**config.mk**
```make
export PLATFORM = sky130hd
export DESIGN_NAME = alu_wb_queue
export DESIGN_NICKNAME = d
export VERILOG_FILES = /design/src/rtl/alu_defs.sv /design/src/rtl/sync_fifo_ctrl.sv /design/src/rtl/alu_wb_queue.sv
export SDC_FILE = /design/constraint.sdc
export NUM_CORES = 1
export LEC_CHECK = 0
export BUFFER_PORTS_ARGS = -buffer_cell sky130_fd_sc_hd__buf_2
export CAP_MARGIN = 25
export CORE_MARGIN = 4
export CORE_UTILIZATION = 50
export DETAILED_ROUTE_END_ITERATION = 6
export GPL_ROUTABILITY_DRIVEN = 0
export PLACE_DENSITY = 0.74
export SLEW_MARGIN = 5
export SYNTH_ARGS = -nofsm -noshare
export SYNTH_HDL_FRONTEND = slang
export SYNTH_SLANG_ARGS = --single-unit
```
**constraint.sdc**
```tcl
create_clock -name clk -period 3.1 [get_ports clk]
set_clock_uncertainty 0.2 [all_clocks]
set_input_delay 0.93 -clock clk [delete_from_list [all_inputs] [get_ports clk]]
set_output_delay 0.93 -clock clk [all_outputs]
set_load 0.02 [all_outputs]
```
**src/rtl/alu_defs.sv**
```systemverilog
// Shared ALU writeback definitions.
// Flag bit positions and entry layout.
package alu_defs;

  localparam int FLAG_CF = 0;
  localparam int FLAG_ZF = 1;
  localparam int FLAG_SF = 2;
  localparam int FLAG_OF = 3;

  localparam int FLAGS_W = 4;
  localparam int DATA_W  = 32;
  localparam int REG_W   = 3;

  typedef struct packed {
    logic [DATA_W-1:0]  result;
    logic [FLAGS_W-1:0] flags;
    logic [REG_W-1:0]   dst;
    logic               wr_reg;
    logic               wr_flags;
  } alu_entry_t;

  localparam int ENTRY_W = $bits(alu_entry_t);

endpackage

```
**src/rtl/sync_fifo_ctrl.sv**
```systemverilog
// Pointer, occupancy and full/empty tracking
// for a power-of-two circular queue.
module sync_fifo_ctrl #(
  parameter int DEPTH = 4,
  localparam int AW = $clog2(DEPTH),
  localparam int PW = AW + 1
) (
  input  logic          clk,
  input  logic          reset,
  input  logic          flush,
  input  logic          push,
  input  logic          pop,
  output logic [AW-1:0] wr_idx,
  output logic [AW-1:0] rd_idx,
  output logic          full,
  output logic          empty,
  output logic [PW-1:0] count
);

  logic [PW-1:0] wr_q, wr_d;
  logic [PW-1:0] rd_q, rd_d;

  // Next pointers; flush discards any push/pop.
  always_comb begin
    wr_d = wr_q;
    rd_d = rd_q;
    if (flush) begin
      wr_d = '0;
      rd_d = '0;
    end else begin
      if (push) wr_d = wr_q + PW'(1);
      if (pop)  rd_d = rd_q + PW'(1);
    end
  end

  // Pointer registers.
  always_ff @(posedge clk or posedge reset) begin
    if (reset) begin
      wr_q <= '0;
      rd_q <= '0;
    end else begin
      wr_q <= wr_d;
      rd_q <= rd_d;
    end
  end

  assign wr_idx = wr_q[AW-1:0];
  assign rd_idx = rd_q[AW-1:0];
  assign empty  = (wr_q == rd_q);
  assign full   = (wr_q[PW-1] != rd_q[PW-1]) &&
                  (wr_q[AW-1:0] == rd_q[AW-1:0]);
  assign count  = wr_q - rd_q;

endmodule

```
**src/rtl/alu_wb_queue.sv**
```systemverilog
// In-order writeback queue between the ALU
// and the register-file write port.
module alu_wb_queue #(
  parameter int DEPTH  = 4,
  parameter int DATA_W = 32,
  parameter int REG_W  = 3,
  localparam int AW = $clog2(DEPTH),
  localparam int CW = AW + 1
) (
  input  logic                         clk,
  input  logic                         reset,
  input  logic                         flush,
  input  logic                         in_valid,
  output logic                         in_ready,
  input  logic [DATA_W-1:0]            in_result,
  input  logic [alu_defs::FLAGS_W-1:0] in_flags,
  input  logic [REG_W-1:0]             in_dst,
  input  logic                         in_wr_reg,
  input  logic                         in_wr_flags,
  output logic                         wb_valid,
  input  logic                         wb_ready,
  output logic [DATA_W-1:0]            wb_data,
  output logic [REG_W-1:0]             wb_dst,
  output logic [alu_defs::FLAGS_W-1:0] flags_q,
  output logic [CW-1:0]                count
);

  import alu_defs::*;

  logic [DATA_W-1:0]  res_q [DEPTH];
  logic [FLAGS_W-1:0] flg_q [DEPTH];
  logic [REG_W-1:0]   dst_q [DEPTH];
  logic               wrr_q [DEPTH];
  logic               wrf_q [DEPTH];

  logic [AW-1:0]      wr_idx, rd_idx;
  logic               full, empty;
  logic               push, pop;
  logic [FLAGS_W-1:0] flags_d;

  sync_fifo_ctrl #(.DEPTH(DEPTH)) u_ctrl (
    .clk    (clk),
    .reset  (reset),
    .flush  (flush),
    .push   (push),
    .pop    (pop),
    .wr_idx (wr_idx),
    .rd_idx (rd_idx),
    .full   (full),
    .empty  (empty),
    .count  (count)
  );

  // in_ready looks only at occupancy, never at wb_ready.
  assign in_ready = !full;
  assign push     = in_valid && !full && !flush;

  // Non-writing heads retire without waiting on the regfile.
  assign wb_valid = !empty && wrr_q[rd_idx];
  assign pop      = !empty && !flush &&
                    (wrr_q[rd_idx] ? wb_ready : 1'b1);
  assign wb_data  = res_q[rd_idx];
  assign wb_dst   = dst_q[rd_idx];

  // Entry storage written at the tail.
  always_ff @(posedge clk) begin
    if (push) begin
      res_q[wr_idx] <= in_result;
      flg_q[wr_idx] <= in_flags;
      dst_q[wr_idx] <= in_dst;
      wrr_q[wr_idx] <= in_wr_reg;
      wrf_q[wr_idx] <= in_wr_flags;
    end
  end

  // Flags follow retirement order.
  always_comb begin
    flags_d = flags_q;
    if (pop && wrf_q[rd_idx]) flags_d = flg_q[rd_idx];
  end

  // Architectural flags register.
  always_ff @(posedge clk or posedge reset) begin
    if (reset) flags_q <= '0;
    else       flags_q <= flags_d;
  end

endmodule

```
Word level (Yosys, flattened, before mapping)
Memories as Yosys holds them, arrays and structs flattened. A register that Yosys moved wholly into a read port is not among the register bits. Index checks and enable logic that the tools add are counted.

Memories kept: 5. Latch bits: 0. Output and inout bits: 44. Register bits: 6. Word-level logic and storage cells: 32. ROM bits: 0. Memory bits (writable): 164.

Shift-type cells: 0. Multiply operators: 0. Div/mod/pow operators: 0. Add/subtract/negate cells: 3. Multiplexer cells: 7. Equality and inequality tests: 3. Bitwise gates (word level): 0. Order comparisons: 0. Reduce and logical (&&, ||, !) cells: 12.

Memories: res_q (words 4, bits a word 32, rd ports 1, clocked after memory_dff 0, wr ports 1, RTL line alu_wb_queue.sv:30) `logic [DATA_W-1:0] res_q [DEPTH];`; flg_q (words 4, bits a word 4, rd ports 1, clocked after memory_dff 1, wr ports 1, RTL line alu_wb_queue.sv:31) `logic [FLAGS_W-1:0] flg_q [DEPTH];`; dst_q (words 4, bits a word 3, rd ports 1, clocked after memory_dff 0, wr ports 1, RTL line alu_wb_queue.sv:32) `logic [REG_W-1:0] dst_q [DEPTH];`; wrf_q (words 4, bits a word 1, rd ports 1, clocked after memory_dff 0, wr ports 1, RTL line alu_wb_queue.sv:34) `logic wrf_q [DEPTH];`; wrr_q (words 4, bits a word 1, rd ports 1, clocked after memory_dff 0, wr ports 1, RTL line alu_wb_queue.sv:33) `logic wrr_q [DEPTH];`.

Operator list (number): 2-to-1 mux 3 bit (4); logical AND 1 bit (7); adder 3 x 1 -> 3 bit (second input constant) (2); nonzero test 2 bit (2); == test 3 bit (1); logical NOT 1 bit (3); 2-to-1 mux 1 bit (3); subtractor 3 bit (1); == test 2 bit (1); != test 1 bit (1).

Longest topological paths before layout
Gate-level depths: netlist of run 1.

Depth after elaboration: 7. Mapped depth: 8. Mapped depth without buffers: 6.

Modules after synthesis
A second synthesis of run 1 with hierarchy kept.

Cell total of the unflattened synthesis: 280. Area total of the unflattened synthesis: 6568.8 µm².

Modules (own cells, without submodules): alu_wb_queue (cells an instance 241, area each 6170.9 µm², seq. area each 5024.8 µm², instances 1); sync_fifo_ctrl (cells an instance 39, area each 397.9 µm², seq. area each 150.1 µm², instances 1).

Worst setup path before layout of run 1
No wires, ideal clock.

Kind: register -> register. Start: reg u_ctrl.rd_q[1]. End: mem dst_q[0][0], enable pin. Library setup time: 0.402 ns. Path slack: -0.021 ns. Clock period less this slack: 3.121 ns. Required time: 2.498 ns. Buffers on the path: 2. Data arrival time: 2.519 ns. Stages on the path, launching flop included: 9. Cell sequence: dfrtp_1 -> buf_6 -> buf_2 -> inv_1 -> ha_1 -> nand2_1 -> o21ai_0 -> nor2_1 -> and2_1.

Longest elaborated chain between the ends: 7.

RTL lines: start, declared (RTL line sync_fifo_ctrl.sv:21) `logic [PW-1:0] rd_q, rd_d;`; start signal, assigned (RTL line sync_fifo_ctrl.sv:43) `rd_q <= rd_d;`; == test 2 bit (RTL line sync_fifo_ctrl.sv:51) `(wr_q[AW-1:0] == rd_q[AW-1:0]);`; logical AND 1 bit (RTL line sync_fifo_ctrl.sv:50) `assign full = (wr_q[PW-1] != rd_q[PW-1]) &&`; logical NOT 1 bit (RTL line alu_wb_queue.sv:56) `assign push = in_valid && !full && !flush;`; logical AND 1 bit (2 in a row) (RTL line alu_wb_queue.sv:56); 2-to-1 mux 1 bit (RTL line alu_wb_queue.sv:67) `if (push) begin`; 2-to-1 mux 1 bit (not written as such) (RTL line alu_wb_queue.sv:70) `dst_q[wr_idx] <= in_dst;`; end, declared (RTL line alu_wb_queue.sv:32).

No other way between the ends.

Worst setup path after layout of run 1
Start: reg u_ctrl.rd_q[1]. End: out wb_data[31].

Longest elaborated chain between the ends: 1.

RTL lines: memory (4 x 32 bit); end, declared (RTL line alu_wb_queue.sv:22) `output logic [DATA_W-1:0] wb_data,`.

No other way between the ends.

==> flow_metrics.tcl, run 1 <==
set metrics [dict create \
    slowest_stage "dfrtp_2" \
    rsz0062_at_grt "false" \
    ys_ff_latch 174 \
    cap_violations 0 \
    drive_gt1_share_pct 46.3 \
    globalRouteMet2Util_pct 25.9 \
    wire_per_inst_um 20.2 \
    p_int_mw 4.84 \
    comb_power_share_pct 26.8 \
    clockPowerShare_pct 32.5 \
    powerDensity_nw_per_um2 848 \
    die_y_um 123 \
    clk_path_buf_depth 2 \
    ir_worst_vdd_mv 0.611 \
    cts_tree "done" \
    core_area_sq_um 12800 \
    dr.pass1.iters 4 \
    synth-seq-area-share_pct 78.4 \
    first_iter_violations 197 \
    critPathTopFamily "buffers and inverters" \
    post-route-min-period_ps 2990 \
    grt_start_max_net_pins 42 \
    grtUsageTotal_pct 16.7 \
    synth_top_area_share_pct 74.6 \
    vias_per_cell 5.33 \
    die_x_um 123 \
    initial_core_util_pct 51.7 \
    seq_power_share_pct 40.8 \
    power_leakage_nw 2.79 \
    rrSetupSlack_ps 540 \
    n_antenna_cell 0 \
    maxSlewHeadroom_pct 70.3 \
    yosysTopAreaCell "edfxtp_1" \
    busiest_layer "met2" \
    cts_inserted_buffers 17 \
    worstPathRequired_ps 1970 \
    worstMarginPinSlew_ps 440 \
    clock-sinks 174 \
    row_count 41 \
    max_stage_delay_ps 450 \
    drc 0 \
    ctsHoldBuffers 0 \
    place_ws_ps 441 \
    final_antenna_net_count 0 \
    insertion_delay_ps 420 \
    clk_pin_slew_worst_paths_ps 60 \
    netlist_area_sq_um 6600 \
    worstSetupStartpointType "register" \
    io_buffers 89 \
    cp.arrival_ps 1860 \
    finalHoldViolations 0 \
    synth_nets 332 \
    setup_violations 0 \
    worstPathCellList "buf_4 -> mux4_2 -> buf_2" \
    wirelength_um 11600 \
    ios 90 \
    r2r-start "u_ctrl.wr_q[0]$_DFFE_PP0P_" \
    cts-root-buf "clkbuf_16" \
    hpwl_um 7370 \
    die_area_sq_um 15100 \
    yosys_warnings 0 \
    grt_first_pass_wirelength_um 18000 \
    vias 3051 \
    switching_share_pct 28.3 \
    grt_overflow 0 \
    worstPathMaxFanout 26 \
    antenna_found_initial 2 \
    synthTopCellsByArea "edfxtp_1 75%, mux4_2 14%, dfrtp_1 3.8%, mux2_4 1.4%, ha_1 1.3%" \
    worst_slack_ps 107 \
    timing.fmax_mhz 334 \
    postSynthAreaPerCell_sq_um 23.7 \
    grt_util_met3_pct 6.54 \
    power.switching_mw 1.91 \
    critPathBufInv 2 \
    hp-class "input port to asynchronous set/reset pin" \
    fill_cells 887 \
    grt_pass1_vias 3275 \
    r2r-end "res_q[2][23]$_DFFE_PP_" \
    synthCells 278 \
    r2r_cells 7 \
    fin_crit_sh_pct 96.5 \
    crit_path_end_kind "output port" \
    nets 441 \
    use_met1_pct 21.6 \
    syn2layout_area_growth_pct 20.7 \
    postCtsSetupRepairBufs 0 \
    yosysUniqueCellTypes 25 \
    drv_slew 0 \
    critPathKind "register to output port" \
    setup_tns_ps 0 \
    htreeDepth 4 \
    status "complete, no violations" \
]
-- registers in the layout, indices dropped and copies added, names as in the netlist --
signal	flops
wrf_q	4
wrr_q	4
dst_q	12
flags_q	4
u_ctrl.wr_q	3
u_ctrl.rd_q	3
flg_q	16
res_q	128
-- through the flow --
stage          hold slack (ps)  utilization, %  power, mW  area, sq um  instances
6_report                   285            62.3       6.75         7960        572
5_1_grt                    308            62.3       7.06         7960        572
4_1_cts                    279            62.3       6.84         7960        572
3_5_place_dp               290            57.4       4.64         7340        540
3_3_place_gp               292            57.4       4.62         7340        540
2_1_floorplan              304               -       4.09         6600        278
-- cell families after synthesis --
kind of cell | share of synthesized area (%)
buffers and inverters | 1.37
AO/OA/AOI/OAI | 0.929
AND/OR/NAND/NOR | 1.52
flip-flops | 78.4
adder cells (fa/ha/maj) | 1.63
XOR/XNOR | 0.664
multiplexers | 15.5
-- cell usage in the layout (no fill, tap or decap), types with 2 or more instances in the layout --
master / n
edfxtp_1: 164
nand3_1: 3
dfrtp_1: 8
bufinv_16: 4
nor2_1: 5
clkbuf_16: 17
inv_6: 2
ha_1: 7
clkinv_4: 2
clkinvlp_4: 2
buf_2: 88
nand2_1: 3
xnor2_1: 3
nand2b_1: 2
mux2_4: 6
a21oi_1: 2
buf_12: 4
clkinv_2: 3
xor2_1: 2
and2_2: 4
clkinv_1: 2
mux2i_1: 3
mux4_2: 40
inv_1: 7
buf_4: 7
-- synth_stat cells, drive strengths merged --
cell and instances:
a21oi 2, a31oi 2, and2 4, buf 10, dfrtp 10, edfxtp 164, fa 1, ha 7
inv 7, mux2 6, mux2i 3, mux4 40, nand2 3, nand2b 2, nand3 4, nor2 5
o211ai 1, o21ai 1, o32a 1, xnor2 3, xor2 2
-- area by class of cell --
| type | count | area, sq um | share of cell area (%) |
|---|---|---|---|
| flip-flops and latches | 174 | 5180 | 65.1 |
| multi-input cells | 87 | 1340 | 16.8 |
| repair buffers | 100 | 584 | 7.34 |
| clock buffers | 17 | 425 | 5.34 |
| well taps | 172 | 215 | 2.70 |
| clock inverters | 15 | 193 | 2.42 |
| inverters | 7 | 26.3 | 0.330 |
-- repair_timing --
item | CTS | global route
gates cloned | 0 | 0
endpoints found under the setup margin | 8 | 1
resized for setup | 1 | 1
-- how the worst max path moves through the flow --
stage                                     startpoint                     to  slack [ps]  cells after the start
after floorplan           u_ctrl.rd_q[1]$_DFFE_PP0P_  dst_q[0][0]$_DFFE_PP_         410                      8
after global placement    u_ctrl.rd_q[0]$_DFFE_PP0P_            wb_data[19]         440                      3
after detailed placement  u_ctrl.rd_q[0]$_DFFE_PP0P_            wb_data[19]         440                      3
after CTS                 u_ctrl.rd_q[0]$_DFFE_PP0P_            wb_data[24]          60                      3
after global routing      u_ctrl.rd_q[0]$_DFFE_PP0P_               count[2]           5                      4
final                     u_ctrl.rd_q[1]$_DFFE_PP0P_            wb_data[31]         110                      3
-- routing by layer --
metal | share of wire [%] | vias up
met5 | 0.21 | -
met4 | 1.0 | 4
met3 | 6.5 | 15
met2 | 49 | 79
met1 | 43 | 1581
li1 | - | 1372
-- power groups by stage --
stage                     registers, mW  clock network (mW)  logic (mW)
after floorplan                    2.81                   0        1.28
after global placement             2.80                   0        1.83
after detailed placement           2.80                   0        1.83
after CTS                          2.76                2.24        1.85
after global routing               2.76                2.35        1.95
final                              2.75                2.19        1.81
(Power assumes the default switching activity.)
==> run 2, diff against run 1 <==
CORE_UTILIZATION = 51   (was 50)
PLACE_DENSITY = 0.75   (was 0.74)
SYNTH_HIERARCHICAL = 1   (was not set)
==> run 2 against run 1 <==
Compared with the run above: area after synthesis shrank 0.46%; critical path depth stayed put; combinational power shrank 68%; register-to-register slack lost 50 ps; utilization rose by 0.70 points; via count down 0.13%; final cell count grew 0.35%; design area hardly changed; critical path type unchanged.
==> flow_metrics.tcl, run 2 <==
set metrics [dict create \
    max_stage_delay_ps 540 \
    largest_register_ffs 128 \
    hp-class "input port to asynchronous set/reset pin" \
    power.switching_mw 1.12 \
    drv_slew 0 \
    async_flop_share_pct 5.75 \
    worstPathRequired_ps 1970 \
    synth_nets 331 \
    initial_core_util_pct 52.1 \
    timing.fmax_mhz 334 \
    rsz0062_at_grt "true" \
    holdWs_ps 199 \
    finalHoldViolations 0 \
    vias_per_cell 5.31 \
    wire_per_inst_um 19.9 \
    ir_worst_vdd_mv 0.475 \
    row_count 41 \
    worst_slack_ps 109 \
    layout_common_cells "164 x edfxtp_1, 88 x buf_2, 38 x mux4_2" \
    yosysTopAreaCell "edfxtp_1" \
    hpwl_um 7160 \
    synth_common_cells "164 x edfxtp_1, 38 x mux4_2, 10 x dfrtp_1" \
    die_x_um 121 \
    wirelength_um 11400 \
    grt_first_pass_wirelength_um 18200 \
    power_leakage_nw 2.75 \
    vias 3047 \
    cts_inserted_buffers 17 \
    critPathTopFamily "multiplexers" \
    yosys_warnings 6 \
    grt_pass1_vias 3367 \
    crit_path_end_kind "output port" \
    syn2layout_area_growth_pct 21.1 \
    post-route-min-period_ps 2990 \
    regMostFlops "res_q" \
    io_buffers 89 \
    placed_cell_area_sq_um 7340 \
    worstSetupStartpointType "register" \
    core_area_sq_um 12600 \
    n_antenna_cell 0 \
    clockPowerShare_pct 39.1 \
    ys_ff_latch 174 \
    switching_share_pct 20.8 \
    antenna_found_initial 1 \
    htreeDepth 4 \
    layout_commonest_cell "edfxtp_1" \
    critPathKind "register to output port" \
    grt_start_max_net_pins 42 \
    cts-root-buf "clkbuf_16" \
    grt_overflow 0 \
    cp.depth 3 \
    p_int_mw 4.25 \
    grtUsageTotal_pct 16.9 \
    postSynthAreaPerCell_sq_um 23.5 \
    nets 442 \
    yosysUniqueCellTypes 27 \
    status "complete, no violations" \
    worstPathCellList "buf_12 -> mux4_2 -> buf_2" \
    yosysMostFrequentCell "edfxtp_1" \
    worstPathMaxFanout 20 \
    final_antenna_net_count 0 \
    largestRegisters "res_q x128, flg_q x16, dst_q x12" \
    ys.flop_type "edfxtp_1" \
    ios 90 \
    comb_power_share_pct 10.9 \
    netlist_area_sq_um 6570 \
    place_ws_ps 356 \
    final_area_sq_um 7960 \
    drive_gt1_share_pct 45.3 \
    ctsHoldBuffers 0 \
    slowest_stage "mux4_2" \
    clock-sinks 174 \
    fill_cells 908 \
    cap_violations 0 \
    seq_power_share_pct 50.0 \
    fin_crit_sh_pct 96.5 \
    first_iter_violations 134 \
    cp.arrival_ps 1860 \
    cts_tree "done" \
    synth-seq-area-share_pct 78.8 \
    synthCells 280 \
    synth_top_area_share_pct 75.0 \
    drc 0 \
    setup_tns_ps 0 \
    die_y_um 121 \
    maxSlewHeadroom_pct 65.0 \
    critPathBufInv 2 \
    worstMarginPinSlew_ps 524 \
    dr.pass1.iters 4 \
    synth-edff-count 164 \
    power_mw 5.37 \
    die_area_sq_um 14800 \
    clk_pin_slew_worst_paths_ps 60 \
    setup_violations 0 \
    insertion_delay_ps 410 \
    clk_path_buf_depth 2 \
    r2r_cells 7 \
    synthTopCellsByArea "edfxtp_1 75%, mux4_2 13%, dfrtp_1 3.8%, mux2_4 0.91%, buf_4 0.80%" \
    powerDensity_nw_per_um2 675 \
]
run 2: cell families after synthesis:
logic type               count (synthesis)  share of synthesized area (%)
multiplexers                            48                           15.4
flip-flops                             174                           78.8
XOR/XNOR                                 4                          0.533
AO/OA/AOI/OAI                            5                          0.571
adder cells (fa/ha/maj)                  5                           1.07
buffers and inverters                   22                           1.83
AND/OR/NAND/NOR                         22                           1.87
run 2: through the flow:
step                instances  utilization [%]
detailed placement        540             58.1
finish                    574             63.0
global placement          540             58.1
CTS                       570             62.8
floorplan                 280                -
global route              574             63.0
run 2: power by group through the flow:
stage	Clock (mW)	Combinational [mW]	Sequential (mW)
2_1_floorplan	0	0.356	2.76
3_3_place_gp	0	0.567	2.73
3_5_place_dp	0	0.574	2.74
4_1_cts	2.14	0.577	2.69
5_1_grt	2.26	0.631	2.69
6_report	2.10	0.583	2.68
run 2: worst paths after layout:
kind,start,end,slack [ps]
max,u_ctrl/rd_q[0]$_DFFE_PP0P_,wb_data[18],110
min,reset,flags_q[3]$_DFFE_PP0P_,200
max reg2reg,u_ctrl/rd_q[0]$_DFFE_PP0P_,res_q[0][28]$_DFFE_PP_,490
min reg2reg,flags_q[3]$_DFFE_PP0P_,flags_q[3]$_DFFE_PP0P_,300
max in group asynchronous,reset,u_ctrl/rd_q[0]$_DFFE_PP0P_,2210
min in group clk,flags_q[3]$_DFFE_PP0P_,flags_q[3]$_DFFE_PP0P_,300
run 2: repair_timing:
item | 4_1_cts | 5_1_grt
cloned | 0 | 0
resized for setup | 1 | 2
pin swaps | 0 | 1
buffers inserted | 0 | 4
endpoints found under the setup margin | 1 | 29
run 2: layout make-up:
type	count	area (sq um)	share of cell area [%]
Timing Repair Buffer	106	638	8.02
Clock buffer	21	440	5.54
Sequential cell	174	5180	65.1
Clock inverter	9	144	1.81
Inverter	8	30.0	0.377
Tap cell	172	215	2.71
Multi-Input combinational cell	84	1310	16.4
run 2: layer usage:
metal / vias to the layer above / share of wire, % / track usage [%]
li1: 1368 / - / -
met1: 1579 / 42 / 21.8
met2: 83 / 51 / 26.8
met3: 15 / 6.4 / 6.67
met4: 2 / 1.2 / 5.25
met5: - / 0.061 / 0
